$ cat config.mk
export PLATFORM = sky130hd
export DESIGN_NAME = cache_fill_ctrl
export DESIGN_NICKNAME = d
export VERILOG_FILES = /design/src/rtl/cache_fill_ctrl_pkg.sv /design/src/rtl/cache_fill_ctrl_rr_arbiter.sv /design/src/rtl/cache_fill_ctrl.sv
export SDC_FILE = /design/constraint.sdc
export NUM_CORES = 1
export LEC_CHECK = 0
export ABC_AREA = 1
export BUFFER_PORTS_ARGS = -buffer_cell sky130_fd_sc_hd__buf_2
export CAP_MARGIN = 30
export CORE_MARGIN = 4
export CORE_UTILIZATION = 45
export CTS_CLUSTER_SIZE = 25
export DETAILED_ROUTE_END_ITERATION = 8
export PLACE_DENSITY = 0.8
export SLEW_MARGIN = 20
export SYNTH_ARGS = -nofsm -noshare
export SYNTH_HDL_FRONTEND = slang
export SYNTH_SLANG_ARGS = --single-unit
$ cat constraint.sdc
create_clock -name clk -period 2.04 [get_ports clk]
set_input_delay 0.612 -clock clk [delete_from_list [all_inputs] [get_ports clk]]
set_output_delay 0.612 -clock clk [all_outputs]
set_load 0.01 [all_outputs]
$ cat src/rtl/cache_fill_ctrl_pkg.sv
// Shared definitions for the cache line fill controller.
//   - fill_state_e : FSM encoding (IDLE, FILL)
//   - clog2_min1   : index width helper that never returns 0, so 1-entry
//                    ranges still get a 1-bit field
//   - WORD_IDX_W, ID_W, OUT_W : widths for the default configuration
//                    (8 words/line, 2 requesters, 4 outstanding reads)
package cache_fill_ctrl_pkg;

  typedef enum logic {
    IDLE = 1'b0,
    FILL = 1'b1
  } fill_state_e;

  function automatic int clog2_min1(input int v);
    return (v <= 2) ? 1 : $clog2(v);
  endfunction

  localparam int WORD_IDX_W = clog2_min1(8);
  localparam int ID_W       = clog2_min1(2);
  localparam int OUT_W      = clog2_min1(4 + 1);

endpackage

$ cat src/rtl/cache_fill_ctrl_rr_arbiter.sv
// Round-robin arbiter: picks the first asserted request at or after the
// pointer, wrapping past N_REQ-1 back to 0.
//   req_i   : request vector
//   ptr_i   : highest-priority index this cycle
//   grant_o : chosen index (0 when nothing is requested)
//   any_o   : at least one request is asserted
module rr_arbiter
  import cache_fill_ctrl_pkg::*;
#(
  parameter int N_REQ = 2,
  parameter int GID_W = 1
) (
  input  logic [N_REQ-1:0] req_i,
  input  logic [GID_W-1:0] ptr_i,
  output logic [GID_W-1:0] grant_o,
  output logic             any_o
);

  always_comb begin
    grant_o = '0;
    any_o   = 1'b0;
    for (int k = 0; k < N_REQ; k++) begin
      if (!any_o && req_i[(int'(ptr_i) + k) % N_REQ]) begin
        any_o   = 1'b1;
        grant_o = GID_W'((int'(ptr_i) + k) % N_REQ);
      end
    end
  end

endmodule

$ cat src/rtl/cache_fill_ctrl.sv
// Multi-requester cache line fill controller.
// Arbitrates round-robin among N_REQ miss sources, then fetches the whole
// block-aligned line from an in-order pipelined memory with up to MAX_OUT
// reads in flight, driving data/tag array write strobes as words return.
//   clk, rst           : clock, asynchronous active-high reset
//   miss_detected      : per-requester miss, held until its fill_done
//   miss_address       : per-requester byte address, packed ADDR_W each
//   mem_req_valid/ready, memory_address : read request handshake
//   memory_data, memory_data_valid      : in-order read returns
//   fsm_busy, grant_id : grant cycle through last write; served requester
//   write_data_array, word_num          : data array write strobe + index
//   write_tag_array, fill_done          : final write, one-hot done pulse
module cache_fill_ctrl
  import cache_fill_ctrl_pkg::*;
#(
  parameter  int ADDR_W  = 16,
  parameter  int DATA_W  = 16,
  parameter  int WORD_B  = 2,
  parameter  int WORDS   = 8,
  parameter  int N_REQ   = 2,
  parameter  int MAX_OUT = 4,
  localparam int IDX_W   = clog2_min1(WORDS),
  localparam int GID_W   = clog2_min1(N_REQ)
) (
  input  logic                    clk,
  input  logic                    rst,
  input  logic [N_REQ-1:0]        miss_detected,
  input  logic [N_REQ*ADDR_W-1:0] miss_address,
  output logic                    mem_req_valid,
  input  logic                    mem_req_ready,
  output logic [ADDR_W-1:0]       memory_address,
  input  logic [DATA_W-1:0]       memory_data,
  input  logic                    memory_data_valid,
  output logic                    fsm_busy,
  output logic [GID_W-1:0]        grant_id,
  output logic                    write_data_array,
  output logic                    write_tag_array,
  output logic [IDX_W-1:0]        word_num,
  output logic [N_REQ-1:0]        fill_done
);

  localparam int ICNT_W = $clog2(WORDS + 1);
  localparam int OCNT_W = $clog2(MAX_OUT + 1);
  localparam logic [ADDR_W-1:0] LINE_MASK = ADDR_W'(WORDS * WORD_B - 1);

  fill_state_e       state_q, state_d;
  logic [GID_W-1:0]  rr_q, rr_d;
  logic [GID_W-1:0]  grant_q, grant_d;
  logic [ADDR_W-1:0] base_q, base_d;
  logic [ICNT_W-1:0] issue_q, issue_d;
  logic [IDX_W-1:0]  ret_q, ret_d;
  logic [OCNT_W-1:0] outst_q, outst_d;

  logic [GID_W-1:0]  arb_gnt;
  logic              arb_any;
  logic [ADDR_W-1:0] arb_addr;
  logic              hs;
  logic              ret;

  // Returned words go straight from memory to the data array in the parent;
  // the port is carried here only so the interface is complete.
  logic unused_data;
  assign unused_data = ^memory_data;

  rr_arbiter #(
    .N_REQ (N_REQ),
    .GID_W (GID_W)
  ) u_arb (
    .req_i   (miss_detected),
    .ptr_i   (rr_q),
    .grant_o (arb_gnt),
    .any_o   (arb_any)
  );

  always_comb begin
    arb_addr = '0;
    for (int i = 0; i < N_REQ; i++) begin
      if (int'(arb_gnt) == i) arb_addr = miss_address[i*ADDR_W +: ADDR_W];
    end
  end

  always_comb begin
    state_d          = state_q;
    rr_d             = rr_q;
    grant_d          = grant_q;
    base_d           = base_q;
    issue_d          = issue_q;
    ret_d            = ret_q;
    outst_d          = outst_q;
    fsm_busy         = 1'b0;
    grant_id         = grant_q;
    mem_req_valid    = 1'b0;
    memory_address   = '0;
    write_data_array = 1'b0;
    write_tag_array  = 1'b0;
    word_num         = '0;
    fill_done        = '0;
    hs               = 1'b0;
    ret              = 1'b0;

    case (state_q)
      IDLE: begin
        // Grant is visible in the same cycle the miss is seen.
        if (arb_any) begin
          fsm_busy = 1'b1;
          grant_id = arb_gnt;
          grant_d  = arb_gnt;
          base_d   = arb_addr & ~LINE_MASK;
          rr_d     = (int'(arb_gnt) == N_REQ - 1) ? '0 : arb_gnt + GID_W'(1);
          state_d  = FILL;
        end
      end
      FILL: begin
        fsm_busy      = 1'b1;
        mem_req_valid = (issue_q < ICNT_W'(WORDS)) && (outst_q < OCNT_W'(MAX_OUT));
        if (mem_req_valid) begin
          // Base is line-aligned, so the offset never carries out of the line.
          memory_address = base_q + ADDR_W'(issue_q) * ADDR_W'(WORD_B);
        end
        hs  = mem_req_valid && mem_req_ready;
        ret = memory_data_valid;
        if (hs) issue_d = issue_q + ICNT_W'(1);
        if (ret) begin
          write_data_array = 1'b1;
          word_num         = ret_q;
          ret_d            = ret_q + IDX_W'(1);
        end
        case ({hs, ret})
          2'b10:   outst_d = outst_q + OCNT_W'(1);
          2'b01:   outst_d = outst_q - OCNT_W'(1);
          default: outst_d = outst_q;
        endcase
        if (ret && (ret_q == IDX_W'(WORDS - 1))) begin
          write_tag_array = 1'b1;
          for (int i = 0; i < N_REQ; i++) fill_done[i] = (int'(grant_q) == i);
          state_d = IDLE;
          issue_d = '0;
          ret_d   = '0;
          outst_d = '0;
        end
      end
      default: state_d = IDLE;
    endcase
  end

  always_ff @(posedge clk or posedge rst) begin
    if (rst) begin
      state_q <= IDLE;
      rr_q    <= '0;
      grant_q <= '0;
      issue_q <= '0;
      ret_q   <= '0;
      outst_q <= '0;
    end else begin
      state_q <= state_d;
      rr_q    <= rr_d;
      grant_q <= grant_d;
      issue_q <= issue_d;
      ret_q   <= ret_d;
      outst_q <= outst_d;
    end
  end

  // Line base is only consumed while FILL is active, so it carries no reset.
  always_ff @(posedge clk) begin
    base_q <= base_d;
  end

endmodule

==> reports/metrics.cfg, run 1 <==
[run_status]
outcome = finished with violations
violations = negative setup slack

[clock_network]
numCtsBuffers = 3
cts.sinks = 25
cts-root-buf = clkbuf_4
path_clk_slew_ns = 0.14
h-tree-depth = 1
clk_latency_ns = 0.33
hold_buffers = 0
cts_tree = yes
clk_path_buf_depth = 2

[routing]
wire_per_inst_um = 13.40
route.detailed.drc = 0
route.final.wire_length_um = 4408
drt_first_iter_violations = 90
drt-vias-per-instance = 5.033
vias = 1656
ant_nets = 0
dr.pass1.iters = 4

[setup_path]
crit_arrival_ns = 1.75
r2r-start = issue_q[3]
cpMostUsedCell = nand2_1
r2r_slack_ns = -0.04
crit_slowest_cell = edfxtp_1
path_class = flop to primary output
startpoint_type = flop
worst_ep_required_time_ns = 1.43
cp_cell_sequence = ha_4 -> buf_4 -> nand3_1 -> nor3_1 -> nand2_1 -> nand2_1 -> nor2_1 -> buf_2
critPathMaxFanout = 2
reg2reg_depth = 12
crit_path_end_kind = primary output
r2r_end = outst_q[2]
slowest_delay_ns = 0.43

[power_and_ir_drop]
ir_drop_mv = 0.6360
p_leak_nw = 1.169
p_per_area_nw_per_um2 = 1203
seqPwrFrac_pct = 31.6
internal_power_mw = 1.527
p_switching_mw = 1.211
p_sw_share_pct = 44.24
pwr-share-comb_pct = 60.1
total_power_mw = 2.738
pwr-share-clk_pct = 8.3

[sta]
maxSlewViolCount = 0
final-hold-violation-count = 0
rsz0062_at_grt = true
worst_pin_slew_ns = 0.5150
fin_skew_ns = 0.01349
max_freq_ghz = 0.4238
fin_crit_ns = 2.360
fin_ws_ns = -0.3198
timing.final.crit_share_pct = 115.7
setup_viol = 20
slew_headroom_pct = 65.63

[min_path]
hold_path_class = input pin to async pin

[layout]
area_growth_pct = 48.98
nets = 347
layout-drive-gt1-share_pct = 43.16
n_antenna_cell = 0
fill_cells = 242
multiInputGateArea_um2 = 895.9
seq_area_um2 = 686.9

[grt]
grt_antenna_before_repair = 0
grt_max_degree = 14
grt_overflow = 0
grt_pass1_wl_um = 6734
grt_usage_pct = 20.22
grt_pass1_vias = 1504

[synth]
yosysUniqueCellTypes = 24
netlist_instances = 206
yosys.area.top_type = edfxtp_1
syn_nets = 267
synthMostInstantiatedCell = nand2_1
yosysWarnings = 0
syn_avg_cell_area_um2 = 7.416
ys_top_cells_by_count = nand2_1, nor2_1, inv_1, o21ai_0, dfrtp_1
synth-seq-area-share_pct = 44.88
synth_area_leaders = edfxtp_1, dfrtp_1, nand2_1
synthFlopType = dfrtp_1
syn_area_um2 = 1528
ys_async_sr_fraction_pct = 52.00
synth_top_cell_area_share_pct = 23.59
ys_seq_elements = 25
synth_edf_count = 12

[floorplan]
dieArea_um2 = 4391
die_x_um = 66.27
rows = 20
io_pins = 80
start_util_pct = 48.45
die_y_um = 66.27
core-area_um2 = 3153

[job]
cap_viol_max_count = 0

[placement]
dp_hpwl_um = 2697
portBuffers = 54
pre_cts_slack_ns = 0.02335
globalplace.congestion = 0.7676

placed cells by master, fill, tap and decap left out, drive strengths merged:
cell type,Yosys,layout
a21oi,9,9
a31oi,1,1
buf,4,78
clkbuf,0,4
clkinvlp,0,1
conb,1,1
dfrtp,13,13
edfxtp,12,12
fa,1,1
ha,6,6
inv,27,27
nand2,66,66
nand3,11,11
nand4,1,1
nor2,33,33
nor3,2,2
o21ai,15,15
o21bai,3,3
xor2,1,1
cells by family after synthesis:
kind of cell / share of synthesized area, %
AND/OR/NAND/NOR: 29.81
buffers and inverters: 8.517
AO/OA/AOI/OAI: 9.746
flip-flops: 44.88
adder cells (fa/ha/maj): 6.224
XOR/XNOR: 0.5734
other: 0.2455
metal layers:
layer / vias up / GRT usage, % / share of wire, %
met2: 81 / 34.82 / 51
met3: 10 / 2.721 / 6.3
met4: 0 / 10.66 / 2.8
met1: 755 / 24.20 / 40
met5: - / 0 / 0
li1: 810 / - / -
worst max-delay path: cells and delay by family (launching register included):
kind,cells,cell delay [ns]
adder cells (fa/ha/maj),1,0.18
buffers and inverters,2,0.25
flip-flops,1,0.43
AND/OR/NAND/NOR,5,0.57
flip-flops by register name (all words and copies together), names as in the netlist:
signal,count
base_q,12
grant_q,1
state_q,1
outst_q,3
ret_q,3
issue_q,4
rr_q,1
repair_timing:
action / 4_1_cts / 5_1_grt
hold endpoints to repair: 0 / 0
cloned: 1 / 0
pin swaps: 13 / 11
resized for setup: 35 / 30
buffers inserted: 12 / 4
setup endpoints to repair: 19 / 25
area by class of cell:
class | count | area share (%)
sequential | 25 | 30.18
timing repair buffer | 78 | 21.77
tap | 44 | 2.419
timing repair inverter | 1 | 0.3299
clock buffer | 4 | 1.154
inverter | 27 | 4.783
multi-input combinational | 150 | 39.36
power groups by stage:
stage / combinational (mW) / clock, mW / sequential, mW
6_report: 1.65 / 0.228 / 0.865
4_1_cts: 1.41 / 0.230 / 0.843
5_1_grt: 1.82 / 0.252 / 0.885
3_3_place_gp: 1.12 / 0 / 0.826
3_5_place_dp: 1.15 / 0 / 0.836
2_1_floorplan: 0.779 / 0 / 0.809
per-stage QoR:
stage / TNS, ns / cells / util, % / hold slack (ns) / instance area (um2)
floorplan: 0 / 206 / - / 0.4790 / 1528
global placement: 0 / 309 / 60.00 / 0.4949 / 1892
detailed placement: 0 / 309 / 60.00 / 0.5049 / 1892
CTS: -2.402 / 326 / 68.10 / 0.3008 / 2147
global route: -5.508 / 329 / 72.18 / 0.3185 / 2276
finish: -3.819 / 329 / 72.18 / 0.2815 / 2276
worst max path at each step:
stage	startpoint	end	cells past startpoint
6_report	base_q[4]	memory_address[11]	8
3_5_place_dp	miss_detected[1]	grant_id	5
2_1_floorplan	miss_detected[1]	grant_id	3
3_3_place_gp	base_q[4]	memory_address[10]	8
5_1_grt	base_q[4]	memory_address[11]	8
4_1_cts	base_q[4]	memory_address[12]	8
Note: power is estimated with default switching activity, not from simulation.
==> run 2, diff against run 1 <==
CELL_PAD_IN_SITES_DETAIL_PLACEMENT = 0   (was not set)
CELL_PAD_IN_SITES_GLOBAL_PLACEMENT = 1   (was not set)
CORE_UTILIZATION = 30   (was 45)
PLACE_DENSITY = 0.81   (was 0.8)
==> reports/metrics.cfg, run 2 (synthesized netlist as in run 1, its figures left out) <==
[run_status]
outcome = finished with violations
violations = negative setup slack

[setup_path]
slowest_delay_ns = 0.43
critPathMaxFanout = 3
cpMostUsedCell = ha_4
crit_family = flip-flops
cp_cell_sequence = ha_4 -> ha_4 -> nand2_4 -> nor2_4 -> buf_6 -> a31oi_4 -> nor2_1 -> buf_2
crit_path_end_kind = primary output
crit_buf_inv = 2
crit_arrival_ns = 1.65
path_class = flop to primary output
crit_slowest_cell = edfxtp_1
startpoint_type = flop
worst_ep_required_time_ns = 1.43

[routing]
drt-vias-per-instance = 4.324
route.detailed.drc = 0
vias = 1496
drt_first_iter_violations = 52
dr.pass1.iters = 4
route.final.wire_length_um = 3767
wire_per_inst_um = 10.89
ant_nets = 0

[layout]
area_growth_pct = 46.52
largest_register = base_q
finish.instance_area_um2 = 2238
top_regs = base_q x12, issue_q x4
fill_cells = 520
final_cell_mix = nand2_1, buf_2, inv_1
largest_register_ffs = 12
final_common_cell = nand2_1
nets = 341
layout-drive-gt1-share_pct = 38.71
n_antenna_cell = 0

[grt]
grt_overflow = 0
grt_usage_pct = 12.02
grt_pass1_wl_um = 6099
grt_antenna_before_repair = 0
grt_max_degree = 14
grt_pass1_vias = 1438

[min_path]
hold_path_class = input pin to async pin

[sta]
worst_pin_slew_ns = 0.5251
max_freq_ghz = 0.4414
slew_headroom_pct = 64.95
rsz0062_at_grt = true
fin_ws_ns = -0.2256
setup_tns_ns = -1.340
maxSlewViolCount = 0
setup_viol = 11
fin_crit_ns = 2.266
final-hold-violation-count = 0
fin_skew_ns = 0.007711
timing.final.crit_share_pct = 111.1

[power_and_ir_drop]
p_sw_share_pct = 42.20
p_switching_mw = 1.092
pwr-share-clk_pct = 11.2
seqPwrFrac_pct = 32.7
p_per_area_nw_per_um2 = 1156
p_leak_nw = 1.139
pwr-share-comb_pct = 56.1
ir_drop_mv = 0.4491
internal_power_mw = 1.495

[placement]
dp_hpwl_um = 2899
globalplace.congestion = 0.8443
place_area_um2 = 1921
pre_cts_slack_ns = 0.02697
portBuffers = 54

[clock_network]
clk_path_buf_depth = 2
cts.sinks = 25
path_clk_slew_ns = 0.09
numCtsBuffers = 3
cts-root-buf = clkbuf_8
h-tree-depth = 1
cts_tree = yes
clk_latency_ns = 0.27

[floorplan]
start_util_pct = 31.71
die_y_um = 79.36
core-area_um2 = 4817
die_x_um = 79.36
dieArea_um2 = 6298
io_pins = 80
rows = 25

[job]
cap_viol_max_count = 0

[run 2: changes by cell type in the layout (fill, tap and decap cells not counted), moves of 2 or more]
| cell | before | now |
|---|---|---|
| o21ai_2 | 4 | 1 |
| o21ai_1 | 3 | 1 |
| inv_1 | 21 | 24 |
| nor2_1 | 21 | 23 |
| o21ai_0 | 8 | 13 |
| clkbuf_8 | 0 | 3 |
| buf_6 | 6 | 4 |
| nand2_2 | 1 | 3 |
| buf_4 | 21 | 16 |
| clkbuf_4 | 3 | 0 |
| inv_2 | 3 | 0 |
[run 2: layer usage]
metal	global-route usage (%)	wire, um	up-vias
met5	0	0	-
met4	5.842	91	0
met3	1.247	139	9
met2	20.96	1863	33
met1	14.70	1673	657
li1	-	-	797
[run 2: metrics by stage]
step	hold slack (ns)	total power [mW]	util, %	instances
floorplan	0.4790	1.588	-	206
global placement	0.4958	1.965	39.87	332
detailed placement	0.5003	1.992	39.87	332
CTS	0.3796	2.462	44.42	346
global route	0.4182	2.830	46.47	346
finish	0.3598	2.587	46.47	346
[run 2: layout make-up]
| cell class | count | area [um2] | area share (%) |
|---|---|---|---|
| Multi-Input combinational cell | 150 | 870.8 | 38.90 |
| Tap cell | 67 | 83.83 | 3.745 |
| Clock buffer | 4 | 45.04 | 2.012 |
| Sequential cell | 25 | 686.9 | 30.69 |
| Timing Repair inverter | 1 | 7.507 | 0.3354 |
| Inverter | 27 | 108.9 | 4.863 |
| Timing Repair Buffer | 72 | 435.4 | 19.45 |
[run 2: timing repair]
action | CTS | global route
hold buffers | 0 | 0
endpoints found under the hold margin | 0 | 0
resized for setup | 31 | 18
gates cloned | 1 | 0
setup buffers | 9 | 1
pin swaps | 8 | 10
setup endpoints to repair | 17 | 20
[run 2: power groups by stage]
stage               Combinational [mW]  Clock, mW  Sequential [mW]
detailed placement                1.16          0            0.835
global placement                  1.14          0            0.828
CTS                               1.33      0.297            0.832
floorplan                        0.779          0            0.809
global route                      1.64      0.322            0.868
finish                            1.45      0.289            0.846
[run 2: worst paths after layout]
| check | endpoint | slack, ns | depth (start not counted) | from |
|---|---|---|---|---|
| min reg2reg | outst_q[0] | 0.51 | 1 | outst_q[0] |
| max reg2reg | outst_q[2] | 0.12 | 10 | issue_q[3] |
| min | outst_q[1] | 0.36 | 2 | rst |
| max | memory_address[12] | -0.23 | 8 | base_q[4] |
| max in group asynchronous | state_q | 1.30 | 2 | rst |
| min in group clk | outst_q[0] | 0.51 | 1 | outst_q[0] |
[run 2: worst register-to-register path, stage by stage (launching register included)]
cell      delay (ns)
dfrtp_1         0.41
buf_4           0.16
nor2_4          0.12
buf_4           0.12
nand2_1         0.04
ha_1            0.21
fa_1            0.38
xor2_1          0.18
nand2_1         0.07
nand2_1         0.06
o21bai_1        0.06
